===== src/rtl/sprite_compositor_pkg.sv =====
`default_nettype none
// ============================================================================
// Module      : sprite_compositor_pkg
// Description : Shared definitions for the sprite compositor: coordinate and
//               colour widths, fixed colours, player orientation encodings,
//               the per-pixel flag bundle carried down the pipeline and the
//               final colour priority function.
// Revision    : 1.0 - initial release
// ============================================================================
package sprite_compositor_pkg;

    localparam int COL_W = 10;
    localparam int ROW_W = 9;
    localparam int RGB_W = 12;

    localparam logic [RGB_W-1:0] WALL_RGB = 12'hFFF;
    localparam logic [RGB_W-1:0] BEAN_RGB = 12'hFF0;
    localparam logic [RGB_W-1:0] BLACK    = 12'h000;

    // Player orientation. Ghosts always use DIR_NORMAL.
    typedef enum logic [1:0] {
        DIR_TRANSPOSE      = 2'b00,
        DIR_TRANSPOSE_FLIP = 2'b01,
        DIR_NORMAL         = 2'b10,
        DIR_MIRROR         = 2'b11
    } pac_dir_e;

    // Per-pixel attributes that travel alongside the ROM access.
    typedef struct packed {
        logic valid;
        logic over;
        logic wall;
        logic bean;
        logic ghost;   // a ghost won stage-1 arbitration
        logic player;  // the player was selected (no ghost covered the pixel)
    } pix_flags_t;

    // Final colour priority: blanking, wall, opaque ghost, bean, opaque player.
    function automatic logic [RGB_W-1:0] compose_rgb(
        input pix_flags_t       f,
        input logic [RGB_W-1:0] texel_rgb,
        input logic [RGB_W-1:0] key_rgb
    );
        logic [RGB_W-1:0] rgb;
        if (f.over)
            rgb = BLACK;
        else if (f.wall)
            rgb = WALL_RGB;
        else if (f.ghost && (texel_rgb != key_rgb))
            rgb = texel_rgb;
        else if (f.bean)
            rgb = BEAN_RGB;
        else if (f.player && (texel_rgb != key_rgb))
            rgb = texel_rgb;
        else
            rgb = BLACK;
        return rgb;
    endfunction

endpackage
`default_nettype wire


===== src/rtl/sprite_compositor_hit.sv =====
`default_nettype none
// ============================================================================
// Module      : sprite_hit
// Description : Combinational bounds test of one sprite against the current
//               pixel, plus the oriented texel address {row, col} inside the
//               sprite bitmap.
// Ports       : spr_x/spr_y   sprite top-left corner
//               spr_en        sprite visible
//               dir           texel orientation
//               col_addr/row_addr  current pixel
//               hit           pixel lies inside a visible sprite
//               texel         {texel row, texel col}
// Revision    : 1.0 - initial release
// ============================================================================
module sprite_hit
    import sprite_compositor_pkg::*;
#(
    parameter int SPR_LOG = 5
) (
    input  logic [COL_W-1:0]     spr_x,
    input  logic [ROW_W-1:0]     spr_y,
    input  logic                 spr_en,
    input  pac_dir_e             dir,
    input  logic [COL_W-1:0]     col_addr,
    input  logic [ROW_W-1:0]     row_addr,
    output logic                 hit,
    output logic [2*SPR_LOG-1:0] texel
);

    localparam logic [COL_W:0]     C_COL_SPAN = (COL_W+1)'(2**SPR_LOG);
    localparam logic [ROW_W:0]     C_ROW_SPAN = (ROW_W+1)'(2**SPR_LOG);
    localparam logic [SPR_LOG-1:0] C_TEX_MAX  = {SPR_LOG{1'b1}};

    logic               w_in_col;
    logic               w_in_row;
    logic [SPR_LOG-1:0] w_dx;
    logic [SPR_LOG-1:0] w_dy;

    // One extra bit so a sprite near the right/bottom edge does not wrap
    // around and wrongly match pixels at the start of the line/frame.
    assign w_in_col = ({1'b0, col_addr} >= {1'b0, spr_x}) &&
                      ({1'b0, col_addr} <  ({1'b0, spr_x} + C_COL_SPAN));
    assign w_in_row = ({1'b0, row_addr} >= {1'b0, spr_y}) &&
                      ({1'b0, row_addr} <  ({1'b0, spr_y} + C_ROW_SPAN));

    assign hit = spr_en && w_in_col && w_in_row;

    // Offsets are only meaningful inside the sprite, so modulo-2^SPR_LOG
    // subtraction of the low bits is exact there.
    assign w_dx = col_addr[SPR_LOG-1:0] - spr_x[SPR_LOG-1:0];
    assign w_dy = row_addr[SPR_LOG-1:0] - spr_y[SPR_LOG-1:0];

    always_comb begin
        texel = {w_dy, w_dx};
        case (dir)
            DIR_TRANSPOSE:      texel = {w_dx, w_dy};
            DIR_TRANSPOSE_FLIP: texel = {w_dx, C_TEX_MAX - w_dy};
            DIR_NORMAL:         texel = {w_dy, w_dx};
            DIR_MIRROR:         texel = {w_dy, C_TEX_MAX - w_dx};
            default:            texel = {w_dy, w_dx};
        endcase
    end

endmodule
`default_nettype wire


===== src/rtl/sprite_compositor.sv =====
`default_nettype none
// ============================================================================
// Module      : sprite_compositor
// Description : Three-stage pixel pipeline overlaying NUM_SPR sprites (index 0
//               player, others ghosts) on a wall/bean background.
//               Stage 1: hit test + arbitration, issues sprite ROM address.
//               Stage 2: registered sprite ROM read (external).
//               Stage 3: colour priority, registered output.
// Ports       : clk, rst                  clock, synchronous active-high reset
//               pix_en, frame_start       pixel strobe, first-pixel pulse
//               col_addr, row_addr        current pixel
//               is_wall, is_bean, over    background / blanking
//               spr_x, spr_y, spr_en      packed sprite state (frame-latched)
//               pac_dir                   player orientation (frame-latched)
//               rom_id, rom_addr, rom_rgb sprite ROM interface
//               rgb_out, rgb_valid        composited colour
// Revision    : 1.0 - initial release
// ============================================================================
module sprite_compositor
    import sprite_compositor_pkg::*;
#(
    parameter int                NUM_SPR  = 5,
    parameter int                SPR_LOG  = 5,
    parameter int                ANIM_DIV = 8,
    parameter logic [RGB_W-1:0]  KEY_RGB  = 12'h000,
    localparam int               ID_W     = (NUM_SPR > 1) ? $clog2(NUM_SPR) : 1,
    localparam int               ADDR_W   = 2*SPR_LOG + 1
) (
    input  logic                     clk,
    input  logic                     rst,
    input  logic                     pix_en,
    input  logic                     frame_start,
    input  logic [COL_W-1:0]         col_addr,
    input  logic [ROW_W-1:0]         row_addr,
    input  logic                     is_wall,
    input  logic                     is_bean,
    input  logic                     over,
    input  logic [COL_W*NUM_SPR-1:0] spr_x,
    input  logic [ROW_W*NUM_SPR-1:0] spr_y,
    input  logic [NUM_SPR-1:0]       spr_en,
    input  logic [1:0]               pac_dir,
    output logic [ID_W-1:0]          rom_id,
    output logic [ADDR_W-1:0]        rom_addr,
    input  logic [RGB_W-1:0]         rom_rgb,
    output logic [RGB_W-1:0]         rgb_out,
    output logic                     rgb_valid
);

    localparam int CNT_W = (ANIM_DIV > 1) ? $clog2(ANIM_DIV) : 1;
    localparam logic [CNT_W-1:0] C_CNT_LAST = CNT_W'(ANIM_DIV - 1);

    // ------------------------------------------------------------------
    // Frame-latched sprite state
    // ------------------------------------------------------------------
    logic [COL_W*NUM_SPR-1:0] r_spr_x;
    logic [ROW_W*NUM_SPR-1:0] r_spr_y;
    logic [NUM_SPR-1:0]       r_spr_en;
    pac_dir_e                 r_pac_dir;
    logic [CNT_W-1:0]         r_frame_cnt;
    logic                     r_anim_phase;

    // Stage 1 compares against the values latched before this edge, so a
    // frame_start pixel still uses the previous frame's sprite state.
    always_ff @(posedge clk) begin
        if (rst) begin
            r_spr_x      <= '0;
            r_spr_y      <= '0;
            r_spr_en     <= '0;
            r_pac_dir    <= DIR_TRANSPOSE;
            r_frame_cnt  <= '0;
            r_anim_phase <= 1'b0;
        end else if (pix_en && frame_start) begin
            r_spr_x   <= spr_x;
            r_spr_y   <= spr_y;
            r_spr_en  <= spr_en;
            r_pac_dir <= pac_dir_e'(pac_dir);
            if (r_frame_cnt == C_CNT_LAST) begin
                r_frame_cnt  <= '0;
                r_anim_phase <= ~r_anim_phase;
            end else begin
                r_frame_cnt <= r_frame_cnt + 1'b1;
            end
        end
    end

    // ------------------------------------------------------------------
    // Per-sprite hit test
    // ------------------------------------------------------------------
    logic [NUM_SPR-1:0]   w_hit;
    logic [2*SPR_LOG-1:0] w_texel [NUM_SPR];

    for (genvar gi = 0; gi < NUM_SPR; gi++) begin : g_spr
        sprite_hit #(
            .SPR_LOG (SPR_LOG)
        ) u_hit (
            .spr_x    (r_spr_x[COL_W*gi +: COL_W]),
            .spr_y    (r_spr_y[ROW_W*gi +: ROW_W]),
            .spr_en   (r_spr_en[gi]),
            .dir      ((gi == 0) ? r_pac_dir : DIR_NORMAL),
            .col_addr (col_addr),
            .row_addr (row_addr),
            .hit      (w_hit[gi]),
            .texel    (w_texel[gi])
        );
    end

    // ------------------------------------------------------------------
    // Arbitration: lowest-index ghost wins; player only if no ghost hits.
    // ------------------------------------------------------------------
    logic [ID_W-1:0]      w_win_id;
    logic [2*SPR_LOG-1:0] w_win_texel;
    logic                 w_ghost_hit;
    logic                 w_player_sel;
    logic                 w_any_hit;
    pix_flags_t           w_s1_flags;

    always_comb begin
        w_win_id    = '0;
        w_win_texel = w_texel[0];
        w_ghost_hit = 1'b0;
        // Scan downwards so the lowest-index ghost is the last to overwrite.
        for (int i = NUM_SPR - 1; i >= 1; i--) begin
            if (w_hit[i]) begin
                w_win_id    = ID_W'(i);
                w_win_texel = w_texel[i];
                w_ghost_hit = 1'b1;
            end
        end
    end

    // The player flag only follows a player selection: when a ghost wins,
    // the single ROM fetch returns ghost data, never player data.
    assign w_player_sel = w_hit[0] && !w_ghost_hit;
    assign w_any_hit    = w_ghost_hit || w_hit[0];

    always_comb begin
        w_s1_flags        = '0;
        w_s1_flags.valid  = 1'b1;
        w_s1_flags.over   = over;
        w_s1_flags.wall   = is_wall;
        w_s1_flags.bean   = is_bean;
        w_s1_flags.ghost  = w_ghost_hit;
        w_s1_flags.player = w_player_sel;
    end

    // ------------------------------------------------------------------
    // Pipeline: stage 1 (ROM address), stage 2 (ROM read), stage 3 (colour)
    // ------------------------------------------------------------------
    pix_flags_t r1_flags;
    pix_flags_t r2_flags;

    always_ff @(posedge clk) begin
        if (rst) begin
            rom_id    <= '0;
            rom_addr  <= '0;
            r1_flags  <= '0;
            r2_flags  <= '0;
            rgb_out   <= BLACK;
            rgb_valid <= 1'b0;
        end else if (pix_en) begin
            // With no hit the address is left alone so the ROM is not
            // toggled needlessly; its data is ignored downstream.
            if (w_any_hit) begin
                rom_id   <= w_win_id;
                rom_addr <= {r_anim_phase, w_win_texel};
            end
            r1_flags  <= w_s1_flags;
            // The external ROM registers rom_addr on this same edge.
            r2_flags  <= r1_flags;
            rgb_out   <= compose_rgb(r2_flags, rom_rgb, KEY_RGB);
            rgb_valid <= r2_flags.valid;
        end
    end

endmodule
`default_nettype wire


===== config.mk =====
export PLATFORM = sky130hd
export DESIGN_NAME = sprite_compositor
export DESIGN_NICKNAME = d
export VERILOG_FILES = /design/src/rtl/sprite_compositor_pkg.sv /design/src/rtl/sprite_compositor_hit.sv /design/src/rtl/sprite_compositor.sv
export SDC_FILE = /design/constraint.sdc
export NUM_CORES = 1
export LEC_CHECK = 0
export ABC_AREA = 0
export BUFFER_PORTS_ARGS = -buffer_cell sky130_fd_sc_hd__buf_2
export CAP_MARGIN = 10
export CELL_PAD_IN_SITES_DETAIL_PLACEMENT = 1
export CELL_PAD_IN_SITES_GLOBAL_PLACEMENT = 2
export CORE_ASPECT_RATIO = 1.75
export CORE_MARGIN = 2
export CORE_UTILIZATION = 34
export DETAILED_ROUTE_END_ITERATION = 16
export PLACE_DENSITY_LB_ADDON = 0.1
export SYNTH_ARGS = -nofsm -noshare
export SYNTH_HDL_FRONTEND = slang
export SYNTH_SLANG_ARGS = --single-unit

===== constraint.sdc =====
create_clock -name clk -period 4 [get_ports clk]
set_input_delay 0.2 -clock clk [delete_from_list [all_inputs] [get_ports clk]]
set_output_delay 0.2 -clock clk [all_outputs]
set_load 0.01 [all_outputs]

==> impl_metrics.ini, run 1 <==
[status]
status = finished clean

[placed_design]
gp_congestion = 0.874
placed_cells = 1843
detailedPlacementHpwl_mm = 27.5
post_dp_cell_area_sq_um = 11600
io_buffers = 166

[clocking]
cts_buffers = 17
ctsResizeCount = 0
cts_root_buf = clkbuf_16
path_clk_slew_ns = 0.07
clock_latency_ns = 0.45
clock_sinks = 145
postCtsSetupBuffers = 0
cts_tree = built
clk_path_buf_depth = 2
cts_htree_levels = 4
cts-hold-fix-buffers = 91

[timing]
hold_violations = 0
final_max_slew_viol_count = 0
min_period_ns = 3.67
fmax_ghz = 0.272
whs_ns = 0.0212
finalCritPeriodShare = 0.918
finalSetupTns_ns = 0
worst_pin_slew_ns = 0.760
setup_viol = 0
rsz0062_at_grt = no
clock_skew_ns = 0.0104
slew_headroom = 0.480

[layout]
final_common_cell = nand2_1
antennaDiodeCount = 0
fillCellCount = 3753
synthToLayoutAreaGrowth_pct = 26.9
final_cell_mix = nand2_1, a21oi_1, buf_2
utilization = 0.437
layout-drive-gt1-share = 0.145
fin_area_sq_um = 13100
nets = 1868
final_cells = 1966

[floorplanning]
dieArea_sq_um = 31900
die_y_um = 235
core-area_sq_um = 30100
initial_utilization = 0.345
num_rows = 84
pin_count = 167
die_w_um = 136

[global_route]
grt_pass1_wl_mm = 55.4
grt_max_degree = 68
grt_overflow_total = 0
grt_usage = 0.224
antenna_found_initial = 0
grt_pass1_vias = 10500

[critical_path]
rr_startpoint = r_spr_y[27]
worstSetupStartpointType = flop
worstPathMaxFanout = 15
worst-setup-path-type = flop to flop
r2r_end = rom_addr[4]
reg2reg_depth = 12
end_kind = flop
worstPathRequired_ns = 4.37
critPathArrivalTime_ns = 4.05
r2r_setup_slack_ns = 0.33

[detailed_routing]
drt-vias-per-instance = 5.09
wl_mm = 35.1
num_vias = 10000
wire_per_inst_um = 17.8
drc = 0
drt-pass1-iter-count = 4
ant_nets = 0
drt_iter0_drc = 338

[logic_synthesis]
synthXorXnorAreaFrac = 0.0414
synth_area_sq_um = 10400
netlist_instances = 1327
synth_mux_area_frac = 0.0216
synth-seq-cells = 145
synth_cell_type_count = 65
syn_nets = 1629
avgSynthCellArea_sq_um = 7.81
yosysWarnings = 0
synth_edf_count = 0
synth-compound-area-share = 0.211
yosys.area_share.simple = 0.177
synth_top_family_by_area = compound AO/OA/AOI/OAI gates
synthAdderAreaFrac = 0.203
ys_seq_area_frac = 0.280
postSynth.asyncResetShare = 0
ys.flop_type = dfxtp_1

[power]
vdd_ir_drop_max_v = 0.000303
power_switching_w = 0.00128
combPwrFrac = 0.223
power_frac_seq = 0.370
p_per_area_nw_per_um2 = 320
leakage_nw = 5.54
clockPowerShare = 0.407
switching_share = 0.304
internal_power_w = 0.00293

[hold_path]
worstHoldPathType = input port to flop
min_from = spr_x[49]
holdPathStages = 3
min_to = r_spr_x[49]

[job]
cap_violations = 0
state kept, by name (all words and copies together) (netlist names):
signal	cells
rom_addr	11
r1_flags	6
rgb_out	12
rom_id	3
r2_flags	6
rgb_valid	1
r_anim_phase	1
r_frame_cnt	3
r_pac_dir	2
r_spr_en	5
r_spr_y	45
r_spr_x	50
per-layer routing:
layer | wire length [um] | vias up | global-route usage
met5 | 0 | - | 0
met4 | 627 | 0 | 0.0603
met3 | 976 | 31 | 0.0395
met2 | 19200 | 130 | 0.432
met1 | 14300 | 4788 | 0.245
li1 | - | 5053 | -
area by class of cell:
cell class                 instances  area, sq um  share of cell area
multi-input combinational       1006         6780               0.516
sequential                       145         2900               0.221
timing repair buffer             275         1900               0.145
tap                              387          484              0.0368
inverter                         121          454              0.0345
clock buffer                      18          439              0.0334
clock inverter                    14          179              0.0136
synth_stat cells (all sizes together), types with 4 or more instances:
| cell | instances | area [sq um] |
|---|---|---|
| o21a | 15 | 113 |
| a22oi | 7 | 52.6 |
| xor2 | 14 | 123 |
| a31oi | 5 | 31.3 |
| a211oi | 10 | 80.1 |
| clkbuf | 45 | 169 |
| o2111ai | 4 | 35.0 |
| o211a | 4 | 40.0 |
| o31a | 7 | 61.3 |
| a221oi | 4 | 35.0 |
| dfxtp | 145 | 2900 |
| nand3b | 5 | 37.5 |
| fa | 10 | 200 |
| a2111oi | 6 | 52.6 |
| o221ai | 4 | 35.0 |
| nor2b | 18 | 113 |
| inv | 121 | 454 |
| xnor2 | 35 | 307 |
| mux2i | 19 | 190 |
| o211ai | 11 | 82.6 |
| a21o | 19 | 143 |
| nor2 | 70 | 265 |
| nand3 | 32 | 165 |
| nor3 | 10 | 50.1 |
| nor4 | 6 | 37.5 |
| o21ai | 42 | 210 |
| a21oi | 176 | 881 |
| nand4 | 5 | 31.3 |
| buf | 10 | 58.8 |
| o2bb2ai | 4 | 35.0 |
| nand2b | 13 | 81.3 |
| nand2 | 249 | 935 |
| ha | 152 | 1900 |
how the worst max path moves through the flow:
stage / startpoint / end / cells past startpoint
after floorplan: r_spr_x[18] / rom_addr[8] / 13
after global placement: row_addr[1] / rom_addr[2] / 13
after detailed placement: row_addr[1] / rom_addr[8] / 13
after CTS: r_spr_y[27] / rom_addr[8] / 12
after global routing: r_spr_y[15] / rom_addr[4] / 12
final: r_spr_y[27] / rom_addr[4] / 12
through the flow:
stage | setup slack (ns) | total power, W
finish | 0.329 | 0.00421
global route | 0.113 | 0.00444
global placement | 0.270 | 0.00244
detailed placement | 0.157 | 0.00246
CTS | 0.303 | 0.00427
floorplan | 0.918 | 0.00214
power by group through the flow:
stage	Clock [W]	Combinational (W)	Sequential, W
final	0.00171	0.000939	0.00156
after global routing	0.00182	0.00106	0.00157
after CTS	0.00176	0.000949	0.00156
after detailed placement	0	0.000872	0.00159
after global placement	0	0.000854	0.00159
after floorplan	0	0.000566	0.00157
kinds of logic (layout without fill, tap and decap cells):
family	Yosys count	after routing
buf+inv	176	428
simple gates	422	422
flops	145	145
fa+ha+maj	162	162
mux	22	22
xor+xnor	49	49
compound gates	351	351
critical path: stages (launching register included):
cell and delay (ns):
dfxtp_1 0.32, ha_1 0.21, fa_1 0.39, nor2b_1 0.25
o31a_1 0.24, o31ai_1 0.09, a32oi_1 0.33, or4b_1 0.35
or4b_1 0.57, a21bo_1 0.31, buf_12 0.18, nor2_2 0.21
o2bb2ai_1 0.15
No activity file was read; power rests on OpenSTA's default activity.
==> run 2: changes to the inputs <==
--- a/config.mk
+++ b/config.mk
@@ -8,13 +8,12 @@
 export ABC_AREA = 0
 export BUFFER_PORTS_ARGS = -buffer_cell sky130_fd_sc_hd__buf_2
 export CAP_MARGIN = 10
-export CELL_PAD_IN_SITES_DETAIL_PLACEMENT = 1
-export CELL_PAD_IN_SITES_GLOBAL_PLACEMENT = 2
 export CORE_ASPECT_RATIO = 1.75
 export CORE_MARGIN = 2
-export CORE_UTILIZATION = 34
+export CORE_UTILIZATION = 55
+export CTS_CLUSTER_DIAMETER = 120
 export DETAILED_ROUTE_END_ITERATION = 16
-export PLACE_DENSITY_LB_ADDON = 0.1
+export PLACE_DENSITY = 0.78
 export SYNTH_ARGS = -nofsm -noshare
 export SYNTH_HDL_FRONTEND = slang
 export SYNTH_SLANG_ARGS = --single-unit
==> run 2 against run 1 <==
  * Final cell count is 9.2% lower
  * Total power is 1.2% lower
  * Clock-buffer cell count shrank 1
  * Die area fell by 37%
  * Register-to-register slack gained 0.11 ns
  * Critical path type unchanged
==> impl_metrics.ini, run 2 (same netlist as run 1, synthesis figures left out) <==
[status]
status = finished clean

[hold_path]
worstHoldPathType = input port to flop

[power]
power_w = 0.00416
power_switching_w = 0.00121
vdd_ir_drop_max_v = 0.000384
clockPowerShare = 0.413
p_per_area_nw_per_um2 = 328
internal_power_w = 0.00295
power_frac_seq = 0.373
combPwrFrac = 0.213
leakage_nw = 5.39
switching_share = 0.290

[clocking]
cts_buffers = 17
cts_tree = built
clk_path_buf_depth = 2
path_clk_slew_ns = 0.06
ctsResizeCount = 0
clock_sinks = 145
cts-hold-fix-buffers = 71
cts_htree_levels = 4
postCtsSetupBuffers = 0
cts_root_buf = clkbuf_16
clock_latency_ns = 0.44

[global_route]
grt_pass1_vias = 9754
grt_usage = 0.290
grt_max_degree = 107
antenna_found_initial = 0
grt_overflow_total = 0
grt_pass1_wl_mm = 45.8

[detailed_routing]
wire_per_inst_um = 16.0
ant_nets = 0
drc = 0
wl_mm = 28.5
drt-vias-per-instance = 5.55
num_vias = 9911
drt-pass1-iter-count = 5
drt_iter0_drc = 566

[critical_path]
critPathTopFamily = compound AO/OA/AOI/OAI gates
max_stage_delay_ns = 0.53
worst-setup-path-type = flop to flop
end_kind = flop
critPathBufInv = 2
worstPathRequired_ns = 4.29
critPathArrivalTime_ns = 3.86
worstPathMaxFanout = 17
worstSetupStartpointType = flop
path_cells = inv_1 > nor3_1 > xnor2_1 > ha_1 > a21o_1 > a21oi_1 > a32o_1 > a41oi_1 > a211oi_1 > buf_4 > or4b_1 > a21bo_1 > nand2_1 > o22ai_1
cp_slowest_cell = or4b_1

[floorplanning]
initial_utilization = 0.560
die_y_um = 186
num_rows = 66
core-area_sq_um = 18500
dieArea_sq_um = 20000
pin_count = 167
die_w_um = 108

[job]
cap_violations = 0

[timing]
rsz0062_at_grt = no
fmax_ghz = 0.281
clock_skew_ns = 0.00769
worst_pin_slew_ns = 1.15
setup_viol = 0
hold_violations = 0
min_period_ns = 3.56
slew_headroom = 0.233
final_max_slew_viol_count = 0
finalCritPeriodShare = 0.891
finalSetupTns_ns = 0

[layout]
reg_top3 = r_spr_x: 50 flops, r_spr_y: 45 flops, rgb_out: 12 flops
largest_reg_flops = 50
regMostFlops = r_spr_x
regArea_sq_um = 2900
layout-drive-gt1-share = 0.141
fillCellCount = 1624
final_cell_mix = nand2_1, a21oi_1, buf_2
nets = 1837
synthToLayoutAreaGrowth_pct = 22.3
antennaDiodeCount = 0
final_common_cell = nand2_1
fin_area_sq_um = 12700
multi_input_area_sq_um = 6780

[placed_design]
io_buffers = 166
post_dp_cell_area_sq_um = 11300
detailedPlacementHpwl_mm = 21.2
gp_congestion = 0.941
run 2: cell count changes in the layout (fill, tap and decap cells not counted):
| cell | previous run | this run |
|---|---|---|
| bufinv_16 | 3 | 4 |
| buf_12 | 2 | 0 |
| buf_4 | 17 | 8 |
| clkinv_4 | 3 | 1 |
| dlygate4sd3_1 | 91 | 71 |
| clkbuf_8 | 1 | 0 |
| clkinvlp_4 | 2 | 4 |
run 2: per-stage QoR:
stage	hold WS, ns	setup slack (ns)	utilization	instances
after floorplan	0.336	0.918	-	1327
after global placement	0.441	0.524	0.612	1683
after detailed placement	0.446	0.427	0.612	1683
after CTS	0.000570	0.441	0.685	1786
after global routing	0.00594	0.186	0.685	1786
final	0.00810	0.436	0.685	1786
run 2: power by group through the flow:
stage | clock [W] | combinational (W) | sequential (W)
3_3_place_gp | 0 | 0.000794 | 0.00158
2_1_floorplan | 0 | 0.000566 | 0.00157
6_report | 0.00172 | 0.000888 | 0.00155
5_1_grt | 0.00180 | 0.000997 | 0.00156
4_1_cts | 0.00174 | 0.000881 | 0.00155
3_5_place_dp | 0 | 0.000817 | 0.00158
run 2: worst paths after layout:
path | to | cells after the start | startpoint | slack, ns
setup / recovery | rom_addr[5] | 14 | r_spr_x[25] | 0.44
hold / removal | r_spr_y[18] | 3 | spr_y[18] | 0.008
setup reg to reg | rom_addr[5] | 14 | r_spr_x[25] | 0.44
hold reg to reg | r_spr_x[4] | 2 | r_spr_x[4] | 0.45
run 2: metal layers:
| layer | GRT usage | share of wire |
|---|---|---|
| met2 | 0.515 | 0.50 |
| met3 | 0.0434 | 0.042 |
| met5 | 0 | 0 |
| met4 | 0.161 | 0.051 |
| met1 | 0.328 | 0.41 |
run 2: cell type report:
| type | instances | area share |
|---|---|---|
| Clock inverter | 15 | 0.0163 |
| Timing Repair Buffer | 244 | 0.126 |
| Multi-Input combinational cell | 1006 | 0.536 |
| Inverter | 121 | 0.0359 |
| Tap cell | 238 | 0.0235 |
| Clock buffer | 17 | 0.0336 |
| Sequential cell | 145 | 0.229 |
run 2: tightest hold or removal path: stages:
cell and delay (ns):
buf_2 0.10, nand2_1 0.05, a21oi_1 0.05
==> run 3: changes to the inputs <==
==> constraint.sdc (replaced) <==
create_clock -name clk -period 4 [get_ports clk]
set_input_delay 0.6 -clock clk [delete_from_list [all_inputs] [get_ports clk]]
set_output_delay 0.6 -clock clk [all_outputs]
set_load 0.01 [all_outputs]
==> run 3 against run 2 <==
  * Clock skew increased by 0.011 ns
  * Sequential cell count did not move
  * Sequential power barely moved
  * Maximum frequency rose by 1.7%
  * Global-route usage about the same
  * Clock-buffer cell count increased by 2
  * First-iteration DRC count is 1.8% higher
  * Core utilization decreased by 3.5 points
  * Wire length decreased by 1.4%
  * Register-to-register slack improved by 0.06 ns
  * Largest power group unchanged
  * Highest routed layer unchanged
==> impl_metrics.ini, run 3 (same netlist as run 1, synthesis figures left out) <==
[global_route]
grt_overflow_total = 0
grt_pass1_vias = 9469
grt_usage = 0.290
grt_pass1_wl_mm = 45.7
antenna_found_initial = 0
grt_max_degree = 107

[floorplanning]
initial_utilization = 0.560
die_y_um = 186
core-area_sq_um = 18500
pin_count = 167
dieArea_sq_um = 20000
die_w_um = 108
num_rows = 66

[timing]
worst_pin_slew_ns = 1.12
finalSetupTns_ns = 0
finalCritPeriodShare = 0.876
clock_skew_ns = 0.0191
min_period_ns = 3.50
setup_viol = 0
whs_ns = 0.385
final_max_slew_viol_count = 0
hold_violations = 0
fmax_ghz = 0.285
slew_headroom = 0.250
rsz0062_at_grt = no

[clocking]
cts_htree_levels = 4
clock_latency_ns = 0.45
cts_buffers = 17
cts-hold-fix-buffers = 0
clk_path_buf_depth = 2
cts_root_buf = clkbuf_16
clock_sinks = 145
path_clk_slew_ns = 0.07
cts_tree = built

[critical_path]
worst-setup-path-type = flop to flop
worstSetupStartpointType = flop
end_kind = flop
r2r_setup_slack_ns = 0.50
worstPathMaxFanout = 10
critPathArrivalTime_ns = 3.84
worstPathRequired_ns = 4.33

[layout]
layout-drive-gt1-share = 0.152
largest_reg_flops = 50
synthToLayoutAreaGrowth_pct = 16.1
final_cell_mix = nand2_1, a21oi_1, buf_2
regMostFlops = r_spr_x
antennaDiodeCount = 0
final_common_cell = nand2_1
nets = 1775
final_cells = 1724
reg_top3 = r_spr_x: 50 flops, r_spr_y: 45 flops, rgb_out: 12 flops

[power]
vdd_ir_drop_max_v = 0.000332
leakage_nw = 5.14
p_per_area_nw_per_um2 = 340

[detailed_routing]
num_vias = 9663
ant_nets = 0
wire_per_inst_um = 16.3
drt-pass1-iter-count = 5
wl_mm = 28.1
drc = 0
drt-vias-per-instance = 5.60
drt_iter0_drc = 576

[job]
cap_violations = 0

[placed_design]
io_buffers = 166
gp_congestion = 0.905
detailedPlacementHpwl_mm = 21.6
placed_cells = 1692

[status]
status = finished clean

[hold_path]
worstHoldPathType = input port to flop
==> run 3: changes by cell type in the layout (fill, tap and decap cells not counted) <==
cell and delta:
inv_8 -1, clkbuf_1 +2, clkinv_4 +1, dlygate4sd3_1 -71, a21bo_1 -1, clkinvlp_4 -2
buf_4 +8, inv_6 -1, a21bo_2 +1, buf_12 +1, clkinv_2 +1
==> run 3: layout make-up <==
type / instances / area (sq um)
multi-input cells: 1006 / 6780
flip-flops and latches: 145 / 2900
well taps: 238 / 298
repair buffers: 182 / 966
fillers: 1687 / 6480
clock buffers: 19 / 433
inverters: 121 / 454
clock inverters: 13 / 185
==> run 3: worst paths after layout <==
kind,startpoint,cells past startpoint,to
max,r_spr_x[25],13,rom_addr[8]
min,spr_y[37],3,r_spr_y[37]
max reg2reg,r_spr_x[25],13,rom_addr[8]
min reg2reg,r_spr_x[12],2,r_spr_x[12]
==> run 3: report_power, final <==
part | internal (W) | switching, W | leakage [nW]
Sequential | 0.00150 | 0.0000526 | 1.18
Combinational | 0.000361 | 0.000475 | 3.66
Clock | 0.00104 | 0.000654 | 0.298
==> run 3: critical path, cell delays in order, from the launching register on <==
cell	delay (ns)
dfxtp_1	0.37
inv_1	0.08
nor3_1	0.30
xnor2_1	0.17
ha_1	0.27
a21o_1	0.18
a21oi_1	0.22
a32o_1	0.17
a41oi_1	0.06
a211oi_1	0.33
buf_4	0.22
nor2b_1	0.52
a221oi_1	0.23
a32o_1	0.30
==> run 3: metrics by stage <==
stage / setup WS, ns / util / instance area (sq um) / power, W
2_1_floorplan: 0.524 / - / 10400 / 0.00214
3_3_place_gp: 0.159 / 0.616 / 11400 / 0.00239
3_5_place_dp: 0.0901 / 0.616 / 11400 / 0.00241
4_1_cts: 0.444 / 0.650 / 12000 / 0.00411
5_1_grt: 0.175 / 0.650 / 12000 / 0.00428
6_report: 0.496 / 0.650 / 12000 / 0.00409
==> run 3: what timing repair did <==
action                                  CTS  global route
gates resized for setup                   0             1
buffers inserted                          0             0
endpoints found under the setup margin    0             2
==> run 3: metal layers <==
metal  routed length, um  track usage  share of wire
met3                1430       0.0445          0.051
met1               11100        0.329           0.40
met2               14400        0.523           0.51
met5                   0            0              0
met4                1190        0.139          0.042
